## src/rtl/atm_pkg.sv

```systemverilog
// Shared types and defaults for the ATM balance-store arbiter: opcodes,
// controller states and the result record produced by the execute step.
package atm_pkg;

    localparam int DATA_W = 32;
    localparam int DEF_NUM_ACC = 10;
    localparam logic [DATA_W-1:0] DEF_INIT_BALANCE = 32'd1000;

    typedef enum logic [1:0] {
        OP_BALANCE  = 2'b00,
        OP_WITHDRAW = 2'b01,
        OP_DEPOSIT  = 2'b10,
        OP_RSVD     = 2'b11
    } op_e;

    typedef enum logic [2:0] {
        ST_IDLE  = 3'd0,
        ST_READ  = 3'd1,
        ST_EXEC  = 3'd2,
        ST_WRITE = 3'd3,
        ST_RESP  = 3'd4
    } state_e;

    typedef struct packed {
        logic              ok;
        logic [DATA_W-1:0] bal;
    } result_t;

endpackage

```

## src/rtl/rr_arbiter.sv

```systemverilog
// Round-robin selector: the search begins one past the last granted terminal
// and wraps, returning the first requester as one-hot and as an index.
module rr_arbiter #(
    parameter int N    = 4,
    parameter int ID_W = 2
) (
    input  logic [N-1:0]    req,
    input  logic [ID_W-1:0] last,
    output logic [N-1:0]    grant,
    output logic [ID_W-1:0] idx
);

    always_comb begin
        int   k;
        logic found;
        grant = '0;
        idx   = '0;
        found = 1'b0;
        k     = 0;
        for (int i = 1; i <= N; i++) begin
            k = int'(last) + i;
            if (k >= N) k = k - N;
            if (!found && req[k[ID_W-1:0]]) begin
                grant[k[ID_W-1:0]] = 1'b1;
                idx                = k[ID_W-1:0];
                found              = 1'b1;
            end
        end
    end

endmodule

```

## src/rtl/bank_arbiter.sv

```systemverilog
// Multi-terminal ATM front end: arbitrates terminals round-robin and runs one
// read-modify-write on a shared balance array per granted request.
module bank_arbiter
    import atm_pkg::*;
#(
    parameter int                NUM_TERM     = 4,
    parameter int                NUM_ACC      = DEF_NUM_ACC,
    parameter logic [DATA_W-1:0] INIT_BALANCE = DEF_INIT_BALANCE,
    localparam int               ID_W         = (NUM_TERM > 1) ? $clog2(NUM_TERM) : 1
) (
    input  logic                     clk,
    input  logic                     rst,
    input  logic [NUM_TERM-1:0]      req,
    input  logic [2*NUM_TERM-1:0]    op,
    input  logic [4*NUM_TERM-1:0]    acc,
    input  logic [32*NUM_TERM-1:0]   amount,
    output logic [NUM_TERM-1:0]      ack,
    output logic                     success,
    output logic [DATA_W-1:0]        balance_out,
    output logic [ID_W-1:0]          grant_id,
    output logic                     busy,
    output logic [2:0]               state
);

    localparam logic [2:0] S_IDLE  = ST_IDLE;
    localparam logic [2:0] S_READ  = ST_READ;
    localparam logic [2:0] S_EXEC  = ST_EXEC;
    localparam logic [2:0] S_WRITE = ST_WRITE;
    localparam logic [2:0] S_RESP  = ST_RESP;

    logic [ID_W-1:0]     last_grant;
    logic [NUM_TERM-1:0] win_oh;
    logic [ID_W-1:0]     win_idx;
    logic [NUM_TERM-1:0] gnt_l;

    op_e                 op_l;
    logic [3:0]          acc_l;
    logic [DATA_W-1:0]   amt_l;
    logic [DATA_W-1:0]   work;
    result_t             res;
    logic                acc_ok;
    logic                commit;

    logic [DATA_W-1:0]   mem [NUM_ACC];

    // Applies one opcode to a loaded balance; an out-of-range account reports
    // zero, and every failure leaves the balance as it was.
    function automatic result_t exec_txn(input op_e o, input logic valid,
                                         input logic [DATA_W-1:0] bal,
                                         input logic [DATA_W-1:0] amt);
        result_t       r;
        logic [DATA_W:0] sum;
        sum   = {1'b0, bal} + {1'b0, amt};
        r.ok  = 1'b0;
        r.bal = bal;
        if (!valid) begin
            r.bal = '0;
        end else begin
            case (o)
                OP_BALANCE: r.ok = 1'b1;
                OP_WITHDRAW: begin
                    if (amt <= bal) begin
                        r.ok  = 1'b1;
                        r.bal = bal - amt;
                    end
                end
                OP_DEPOSIT: begin
                    if (!sum[DATA_W]) begin
                        r.ok  = 1'b1;
                        r.bal = sum[DATA_W-1:0];
                    end
                end
                default: r.ok = 1'b0;
            endcase
        end
        return r;
    endfunction

    rr_arbiter #(
        .N    (NUM_TERM),
        .ID_W (ID_W)
    ) u_rr (
        .req   (req),
        .last  (last_grant),
        .grant (win_oh),
        .idx   (win_idx)
    );

    assign acc_ok = int'(acc_l) < NUM_ACC;
    assign busy   = (state != S_IDLE);
    assign commit = res.ok && acc_ok && (op_l == OP_WITHDRAW || op_l == OP_DEPOSIT);

    // Control: sequencing, grant bookkeeping and the response registers.
    always_ff @(posedge clk) begin
        if (rst) begin
            state       <= S_IDLE;
            last_grant  <= ID_W'(NUM_TERM - 1);
            grant_id    <= '0;
            gnt_l       <= '0;
            ack         <= '0;
            success     <= 1'b0;
            balance_out <= '0;
        end else begin
            ack <= '0;
            case (state)
                S_IDLE: begin
                    if (|req) begin
                        grant_id   <= win_idx;
                        last_grant <= win_idx;
                        gnt_l      <= win_oh;
                        state      <= S_READ;
                    end
                end
                S_READ:  state <= S_EXEC;
                S_EXEC:  state <= S_WRITE;
                S_WRITE: begin
                    ack         <= gnt_l;
                    success     <= res.ok;
                    balance_out <= res.bal;
                    state       <= S_RESP;
                end
                default: state <= S_IDLE;
            endcase
        end
    end

    // Datapath: latched request fields, loaded balance and execute result.
    always_ff @(posedge clk) begin
        if (state == S_IDLE && |req) begin
            op_l  <= op_e'(op[2*win_idx +: 2]);
            acc_l <= acc[4*win_idx +: 4];
            amt_l <= amount[32*win_idx +: 32];
        end
        if (state == S_READ) begin
            work <= acc_ok ? mem[acc_l] : '0;
        end
        if (state == S_EXEC) begin
            res <= exec_txn(op_l, acc_ok, work, amt_l);
        end
    end

    // Balance store; a reset mid-transaction lands before WRITE and so drops the commit.
    always_ff @(posedge clk) begin
        if (rst) begin
            for (int i = 0; i < NUM_ACC; i++) begin
                mem[i] <= INIT_BALANCE;
            end
        end else if (state == S_WRITE && commit) begin
            mem[acc_l] <= res.bal;
        end
    end

endmodule

```

## config.mk

```make
export PLATFORM = sky130hd
export DESIGN_NAME = bank_arbiter
export DESIGN_NICKNAME = d
export VERILOG_FILES = /design/src/rtl/atm_pkg.sv /design/src/rtl/rr_arbiter.sv /design/src/rtl/bank_arbiter.sv
export SDC_FILE = /design/constraint.sdc
export NUM_CORES = 1
export LEC_CHECK = 0
export BUFFER_PORTS_ARGS = -buffer_cell sky130_fd_sc_hd__buf_2
export CAP_MARGIN = 40
export CORE_MARGIN = 5
export CORE_UTILIZATION = 30
export CTS_CLUSTER_SIZE = 12
export DETAILED_ROUTE_END_ITERATION = 10
export GPL_TIMING_DRIVEN = 0
export PLACE_DENSITY = 0.55
export SLEW_MARGIN = 10
export SYNTH_ARGS = -nofsm -noshare
export SYNTH_HDL_FRONTEND = slang
export SYNTH_SLANG_ARGS = --single-unit
```

## constraint.sdc

```tcl
create_clock -name clk -period 7.2 [get_ports clk]
set_clock_uncertainty 0.05 [all_clocks]
set_input_delay 0 -clock clk [delete_from_list [all_inputs] [get_ports clk]]
set_output_delay 0 -clock clk [all_outputs]
set_load 0.01 [all_outputs]
```

### After elaboration in Yosys (flattened, before gate mapping)

Memory sizes are Yosys's and may differ from the RTL's. A register that Yosys moved wholly into a read port is not among the register bits.
Cells that the tools add are included.

* add/sub/neg operators: 10
* order comparisons: 14
* eq/ne operators: 6
* shift-type cells: 3
* mux-type cells: 45
* bitwise operators: 4
* reduce and logical (&&, ||, !) cells: 23

Operators by type and width (number)
* $shiftx 128x8->32: 1
* $mux 33: 2
* $pmux 32 s2: 1
* $add 32x32->33: 1
* $le 32x32->1: 1
* $mux 32: 1
* $reduce_or 32->1: 1
* $sub 32x32->32: 1
* $mux 4: 5
* $mux 1: 17
* $mux 2: 8
* $shiftx 16x5->4: 1
* $lt 2x3->1 const B: 4
* $or 4x4->4: 3
* $pmux 3 s4: 1
* $logic_and 1x1->1: 11
* $ge 3x3->1 const B: 3
* $bmux 1 s2: 4
* $demux 1 s2: 4
* $ge 2x1->1 const B: 4
* $shiftx 8x4->2: 1
* $sub 2x1->2 const B: 4
* $add 2x2->3 const B: 2
* $eq 3x2->1 const B: 2
* 19 further kinds: 22

* flip-flop bits (word level): 119
* RAM bits: 320
* input bits: 158
* output and inout port bits: 43
* word-level logic and storage cells: 118
* memories: 1

Memory list
* mem: words 10, width 32, read ports 1, clocked after memory_dff 1, write ports 10, RTL line bank_arbiter.sv:44 `logic [DATA_W-1:0] mem [NUM_ACC];`

### Logic depth before layout (Yosys ltp)

Gate-level depths: netlist of run 1.

* word-level depth: 16
* gate-level depth with buffers: 14

### Hierarchy

A second synthesis of run 1 with hierarchy kept.

* cells, all modules: 2055
* area total of the unflattened synthesis: 24160.7 µm²

Modules (own cells, without submodules)
* bank_arbiter: instances 1, cells each 1996, area an instance 23670.2 µm²
* rr_arbiter: instances 1, cells each 59, area an instance 490.5 µm²

### Worst setup path after synthesis of run 1

No wires, ideal clock.

* path type: flip-flop to flip-flop
* start: register acc_l[0]
* end: memory mem[9][0] (enable)
* setup time: 511 ps
* arrival: 5020 ps
* required time: 6639 ps
* path slack: 1619 ps
* cell stages (with the launch flop): 7
* buffers on the path: 4
* clock period less this slack: 5581 ps
* path through: edfxtp_1 -> clkbuf_1 -> buf_2 -> clkbuf_1 -> buf_1 -> nand2_1 -> o41ai_1

RTL lines
* start, declared: RTL line bank_arbiter.sv:37 `logic [3:0] acc_l;`
* start signal, assigned: RTL line bank_arbiter.sv:131 `acc_l <= acc[4*win_idx +: 4];`
* end, declared: RTL line bank_arbiter.sv:44

### Worst setup path after layout of run 1

* start: register last_grant[0]
* end: register amt_l[6], data pin

* word-level cells in the longest chain between the ends: 16
* elaborated cells between the ends (all ways): 38
* classes of those cells: 8 x add/sub; 4 x order compare; 1 x shift; 19 x mux; 6 x reduce/logical

Ends and longest elaborated chain
* start, declared: RTL line bank_arbiter.sv:31 `logic [ID_W-1:0] last_grant;`
* start signal, assigned: RTL line bank_arbiter.sv:97 `last_grant <= ID_W'(NUM_TERM - 1);`
* start signal, assigned: RTL line bank_arbiter.sv:109 `last_grant <= win_idx;`
* $add 2x1->3: RTL line rr_arbiter.sv:21 `k = int'(last) + i;`
* $ge 3x3->1 or $sub 2x1->2 (tied branches): RTL line rr_arbiter.sv:22 `if (k >= N) k = k - N;`
* $mux 2: RTL line rr_arbiter.sv:22
* $bmux 1 s2: RTL line rr_arbiter.sv:23 `if (!found && req[k[ID_W-1:0]]) begin`
* $mux 1 (implied by the code): RTL line rr_arbiter.sv:23
* $mux 1: RTL line rr_arbiter.sv:23
* $logic_not 1->1: RTL line rr_arbiter.sv:23
* $logic_and 1x1->1: RTL line rr_arbiter.sv:23
* $mux 1: RTL line rr_arbiter.sv:23
* $logic_not 1->1: RTL line rr_arbiter.sv:23
* $logic_and 1x1->1: RTL line rr_arbiter.sv:23
* $mux 1: RTL line rr_arbiter.sv:23
* $logic_not 1->1: RTL line rr_arbiter.sv:23
* $logic_and 1x1->1: RTL line rr_arbiter.sv:23
* $mux 2 (*): RTL line rr_arbiter.sv:23
* $shiftx 128x8->32 (*): RTL line bank_arbiter.sv:132 `amt_l <= amount[32*win_idx +: 32];`
* end signal, assigned: RTL line bank_arbiter.sv:132
* end, declared: RTL line bank_arbiter.sv:38 `logic [DATA_W-1:0] amt_l;`

Mark *: on every way between the ends. The rest lies on a longest branch, timed or not. The select of a mux whose other input is x is not followed.
A chain may end at the register's enable or synchronous reset.

==> impl_metrics.tcl, run 1 <==
set metrics [dict create \
    status "finished, final reports clean" \
    vdd.ir_drop.worst_mv 0.158 \
    dp_cells 3509 \
    path_clk_slew_ns 0.06 \
    comb_power_share_pct 43.7 \
    drt_iter0_drc 1619 \
    dpl.hpwl_mm 63.2 \
    p_clk_share_pct 23.5 \
    setup_viol 0 \
    layout_worst_path_cycle_share_pct 80.4 \
    crit_buf_inv 7 \
    required_ns 7.49 \
    diodes 0 \
    final_common_cell "edfxtp_1" \
    ys.flop_type "edfxtp_1" \
    min_from "rst" \
    synthCells 2210 \
    slew_viol_final 0 \
    ys_types 81 \
    grt_max_degree 46 \
    io_buffers 198 \
    path_common_cell "clkbuf_1" \
    nNetsFinal 2845 \
    dieWidth_um 297 \
    vias 19500 \
    ys_seq_elements 471 \
    powerDensity_nw_per_um2 362 \
    maxSlewHeadroom_pct 37.7 \
    rows 105 \
    drc 0 \
    synth_edf_count 423 \
    htree_levels 2 \
    insertion_delay_ns 0.60 \
    r2r_start "last_grant[0]$_SDFFE_PP1P_" \
    multi_input_area_um2 10100 \
    worstHoldPathCells 3 \
    final_cells 3721 \
    worst_pin_slew_ns 0.927 \
    die_height_um 297 \
    top_level_ports 201 \
    cpPeakStageDelay_ns 0.58 \
    design_area_um2 30300 \
    cap_violations 0 \
    p_int_w 0.00672 \
    period_needed_ns 5.79 \
    r2r_slack_ns 1.41 \
    p_leak_nw 11.2 \
    cts_buffer_depth 3 \
    routabilityCongestion 0.924 \
    cts_tree "yes" \
    drt_wl_total_mm 83.0 \
    p_switching_w 0.00425 \
    power_frac_seq_pct 32.8 \
    synth_top_area_share_pct 51.5 \
    grt_setup_unrepaired "false" \
    cp-start-kind "flop" \
    yosysWarnings 0 \
    syn_avg_cell_area_um2 11.2 \
    critical_path_arrival_ns 6.08 \
    hold_class "in2reg" \
    cts_setup_buffers 0 \
    regArea_um2 13700 \
    cts_buffers 51 \
    r2r_cells 16 \
    area_delta_synth_final_pct 22.8 \
    synthTopCellsByArea "edfxtp_1 51%, mux4_2 5.9%, nor2_1 5.5%" \
    grt_pass1_vias 19900 \
    synth_area_um2 24700 \
    grt_pass1_wl_mm 123 \
    hold_violations 0 \
    timing.final.ws_setup_ns 1.41 \
    cts_hold_buf 117 \
    antenna_found_initial 4 \
    fillers 7997 \
    numClockSinks 471 \
    yosysTopAreaCell "edfxtp_1" \
    viasPerCell 5.24 \
    synth_fp_nets 2446 \
    drive_above_1_share_pct 17.4 \
    worstPathMaxFanout 10 \
    worst_path_max_delay_cell "dlygate4sd3_1" \
    wl_per_cell_um 22.3 \
    power_w 0.0110 \
    min_to "grant_id[1]$_SDFFE_PP0P_" \
    synth-async-reset-ratio_pct 0 \
    cts-root-buf "clkbuf_16" \
    dieArea_um2 88100 \
    cp-startpoint "last_grant[0]$_SDFFE_PP1P_" \
    grtUsageTotal_pct 18.1 \
    ys_seq_area_share_pct 55.3 \
    start_util_pct 30.2 \
    post-route-util_pct 37.1 \
    dp_slack_ns 2.09 \
    final_cell_mix "423 x edfxtp_1, 361 x nor2_1, 234 x nand2_1" \
    core_um2 81800 \
    placed_area_um2 27500 \
    overflow 0 \
    path_cells "clkbuf_1, inv_1, ha_1, clkbuf_1, mux2_2, nand2_1, o21ai_1, nor2_1, nand2_1, o211ai_1, clkbuf_1, buf_2, mux2i_1, dlygate4sd3_1, a21oi_1, dlygate4sd3_1" \
    fmax_ghz 0.173 \
    postRouteAntennaNets 0 \
    crit_family "buffers and inverters" \
    p_sw_share_pct 38.7 \
    drtPass1Iterations 6 \
    reg2reg_to "amt_l[6]$_DFFE_PP_" \
    critical_path_class "reg2reg" \
    crit_path_end_kind "flop" \
    cts_resized 0 \
]
==> how the worst max path moves through the flow <==
stage / depth (start not counted) / to
2_1_floorplan: 6 / mem[9][0]$_DFFE_PP_
3_3_place_gp: 6 / mem[9][12]$_DFFE_PP_
3_5_place_dp: 11 / mem[0][6]$_SDFFCE_PN1P_
4_1_cts: 16 / amt_l[27]$_DFFE_PP_
5_1_grt: 16 / amt_l[6]$_DFFE_PP_
6_report: 16 / amt_l[6]$_DFFE_PP_
==> logic make-up after synthesis <==
logic type / Yosys count / synth area share, %
xor gates and xnor gates: 21 / 0.745
muxes: 180 / 10.8
DFF: 471 / 55.3
and+or+nand+nor: 762 / 13.1
AOI/OAI and AO/OA: 448 / 12.0
buffers and inverters: 250 / 4.04
adders and majority gates: 78 / 4.01
==> layer usage <==
layer / global-route usage, % / vias up / wire (µm) / share of wire [%]
li1: - / 8900 / - / -
met1: 23.2 / 9772 / 33900 / 41
met2: 32.1 / 679 / 41700 / 50
met3: 2.60 / 140 / 4930 / 5.9
met4: 5.29 / 4 / 2500 / 3.0
met5: 0 / - / 27 / 0.033
==> area by class of cell <==
type | instances | share of cell area [%]
buffer | 141 | 1.94
clock buffer | 81 | 5.05
clock inverter | 14 | 0.400
inverter | 109 | 1.35
multi-input combinational | 1489 | 33.2
sequential | 471 | 45.1
tap | 1070 | 4.41
timing repair buffer | 346 | 8.60
==> stage by stage <==
| stage | hold WS [ns] | TNS, ns |
|---|---|---|
| 2_1_floorplan | 0.229 | 0 |
| 3_3_place_gp | 0.346 | -83.46 |
| 3_5_place_dp | 0.215 | 0 |
| 4_1_cts | 0.134 | 0 |
| 5_1_grt | 0.148 | 0 |
| 6_report | 0.156 | 0 |
==> Yosys cell counts (19+ instances only) <==
cell type and n:
ha_1 76, mux4_2 65, mux2_2 40, inv_1 106, dfxtp_1 48, a21oi_1 167
edfxtp_1 423, o221ai_1 19, nor3_1 27, mux2i_1 75, o21ai_0 61, nor2_1 361
clkbuf_1 104, nand2_1 242, and2_1 31
==> tightest hold or removal path, stage by stage <==
cell and delay [ns]:
dlygate4sd3_1 0.52, clkbuf_1 0.16, nor3_1 0.07
==> registers in the layout (all words and copies together), names as in the netlist <==
| register | flops |
|---|---|
| amt_l | 32 |
| last_grant | 2 |
| ack | 4 |
| op_l | 2 |
| state | 3 |
| balance_out | 32 |
| mem | 320 |
| work | 32 |
| res | 33 |
| grant_id | 2 |
| acc_l | 4 |
| success | 1 |
| gnt_l | 4 |
==> power by group through the flow <==
| stage | logic [W] | registers (W) | clock network (W) |
|---|---|---|---|
| floorplan | 0.00302 | 0.00349 | 0 |
| global placement | 0.00432 | 0.00366 | 0 |
| detailed placement | 0.00439 | 0.00366 | 0 |
| CTS | 0.00472 | 0.00360 | 0.00263 |
| global route | 0.00516 | 0.00361 | 0.00274 |
| finish | 0.00479 | 0.00360 | 0.00258 |
(Power assumes the default switching activity.)
==> inputs of run 2 (changes only) <==
- clock period: 7.2 -> 5.4 ns (I/O delays scaled with it)
==> run 2 against run 1 <==
Wire length is 0.58% higher. Register-to-register slack worse by 1.1 ns. Worst setup slack worse by 1.1 ns. Sequential share of layout area is 0.29 points lower. Total power is 32% higher. Die area stayed put. Non-clock buffer count is 28 higher. Clock-buffer cell count is 6 lower.
==> impl_metrics.tcl, run 2 (synthesis gave the netlist of run 1 again) <==
set metrics [dict create \
    required_ns 5.67 \
    status "finished, final reports clean" \
    drt_iter0_drc 1686 \
    insertion_delay_ns 0.57 \
    area_delta_synth_final_pct 23.6 \
    slew_viol_final 0 \
    largestRegisters "mem: 320 flops, res: 33 flops" \
    vdd.ir_drop.worst_mv 0.243 \
    p_leak_nw 11.3 \
    path_clk_slew_ns 0.06 \
    wl_per_cell_um 22.3 \
    timing.final.ws_setup_ns 0.290 \
    powerDensity_nw_per_um2 475 \
    power_frac_seq_pct 33.1 \
    dieWidth_um 297 \
    cts_buffers 50 \
    cpPeakStageDelay_ns 0.61 \
    htree_levels 2 \
    rows 105 \
    final_cells 3747 \
    die_height_um 297 \
    dieArea_um2 88100 \
    crit_path_end_kind "flop" \
    nNetsFinal 2872 \
    viasPerCell 5.24 \
    comb_power_share_pct 44.0 \
    cts-root-buf "clkbuf_16" \
    numClockSinks 471 \
    cap_violations 0 \
    dpl.hpwl_mm 62.8 \
    dp_slack_ns 0.620 \
    crit_family "buffers and inverters" \
    critical_path_class "reg2reg" \
    dp_cells 3507 \
    drt_wl_total_mm 83.5 \
    setup_viol 0 \
    fmax_ghz 0.196 \
    cts_buffer_depth 3 \
    grt_pass1_vias 20100 \
    postRouteAntennaNets 0 \
    final_cell_mix "423 x edfxtp_1, 361 x nor2_1, 234 x nand2_1" \
    grtUsageTotal_pct 18.3 \
    worst_pin_slew_ns 0.864 \
    largest_register "mem" \
    cp-start-kind "flop" \
    path_cells "clkbuf_1, inv_1, ha_1, clkbuf_1, mux2_2, nand2_1, o21ai_1, nor2_1, nand2_1, o211ai_1, buf_4, mux2i_1, dlygate4sd3_1, a21oi_1, dlygate4sd3_1" \
    critical_path_arrival_ns 5.38 \
    cts_setup_buffers 0 \
    power_w 0.0145 \
    hold_class "in2reg" \
    drtPass1Iterations 6 \
    grt_max_degree 46 \
    start_util_pct 30.2 \
    cts_tree "yes" \
    largest_reg_flops 320 \
    antenna_found_initial 3 \
    crit_buf_inv 6 \
    grt_setup_unrepaired "false" \
    worstPathMaxFanout 10 \
    p_int_w 0.00886 \
    drive_above_1_share_pct 17.0 \
    drc 0 \
    core_um2 81800 \
    maxSlewHeadroom_pct 42.4 \
    p_sw_share_pct 38.9 \
    io_buffers 198 \
    worst_path_max_delay_cell "dlygate4sd3_1" \
    grt_pass1_wl_mm 125 \
    period_needed_ns 5.11 \
    vias 19600 \
    overflow 0 \
    routabilityCongestion 0.908 \
    p_clk_share_pct 22.9 \
    final_common_cell "edfxtp_1" \
    top_level_ports 201 \
    hold_violations 0 \
    layout_worst_path_cycle_share_pct 94.6 \
    p_switching_w 0.00564 \
]
## run 2: cell type report
type | instances | area [µm²]
Sequential cell | 471 | 13700
Clock buffer | 75 | 1400
Tap cell | 1070 | 1340
Clock inverter | 17 | 161
Inverter | 109 | 410
Buffer | 141 | 596
Fill cell | 7978 | 51300
Antenna cell | 1 | 2.50
Timing Repair Buffer | 374 | 2880
Multi-Input combinational cell | 1489 | 10100
## run 2: final timing paths
kind | startpoint | endpoint | slack [ns] | depth (start not counted)
min reg2reg | balance_out[7]$_SDFFE_PP0P_ | balance_out[7]$_SDFFE_PP0P_ | 0.40 | 2
min | rst | grant_id[1]$_SDFFE_PP0P_ | 0.19 | 3
max | last_grant[1]$_SDFFE_PP1P_ | amt_l[22]$_DFFE_PP_ | 0.29 | 15
max reg2reg | last_grant[1]$_SDFFE_PP1P_ | amt_l[22]$_DFFE_PP_ | 0.29 | 15
## run 2: routing by layer
metal / up-vias / global-route usage [%] / wire, µm / share of wire, %
met5: - / 0 / 0 / 0
met4: 0 / 5.05 / 2360 / 2.8
met3: 114 / 2.13 / 4100 / 4.9
met2: 625 / 32.4 / 42300 / 51
met1: 9955 / 23.7 / 34800 / 42
li1: 8943 / - / - / -
## run 2: power groups by stage
stage,clock [W],sequential (W),combinational (W)
floorplan,0,0.00465,0.00404
global placement,0,0.00488,0.00577
detailed placement,0,0.00487,0.00586
CTS,0.00339,0.00480,0.00626
global route,0.00355,0.00481,0.00687
finish,0.00332,0.00479,0.00638
## run 2: stage by stage
stage	hold WS, ns	TNS, ns	cell area, µm²	utilization [%]
after CTS	0.156	0	30500	37.3
after floorplan	0.229	0	24700	-
final	0.188	0	30500	37.3
after global placement	0.347	-51.13	27000	33.0
after detailed placement	0.219	0	27500	33.6
after global routing	0.195	0	30500	37.3
## run 2: timing repair
action,4_1_cts,5_1_grt
endpoints found under the setup margin,0,38
gates resized for setup,0,8
hold endpoints to repair,45,0
hold buffers,146,0
## run 2: worst min-delay path: cells and delay by family
kind | cells | cell delay [ns]
AND/OR/NAND/NOR | 1 | 0.07
buffers and inverters | 2 | 0.69
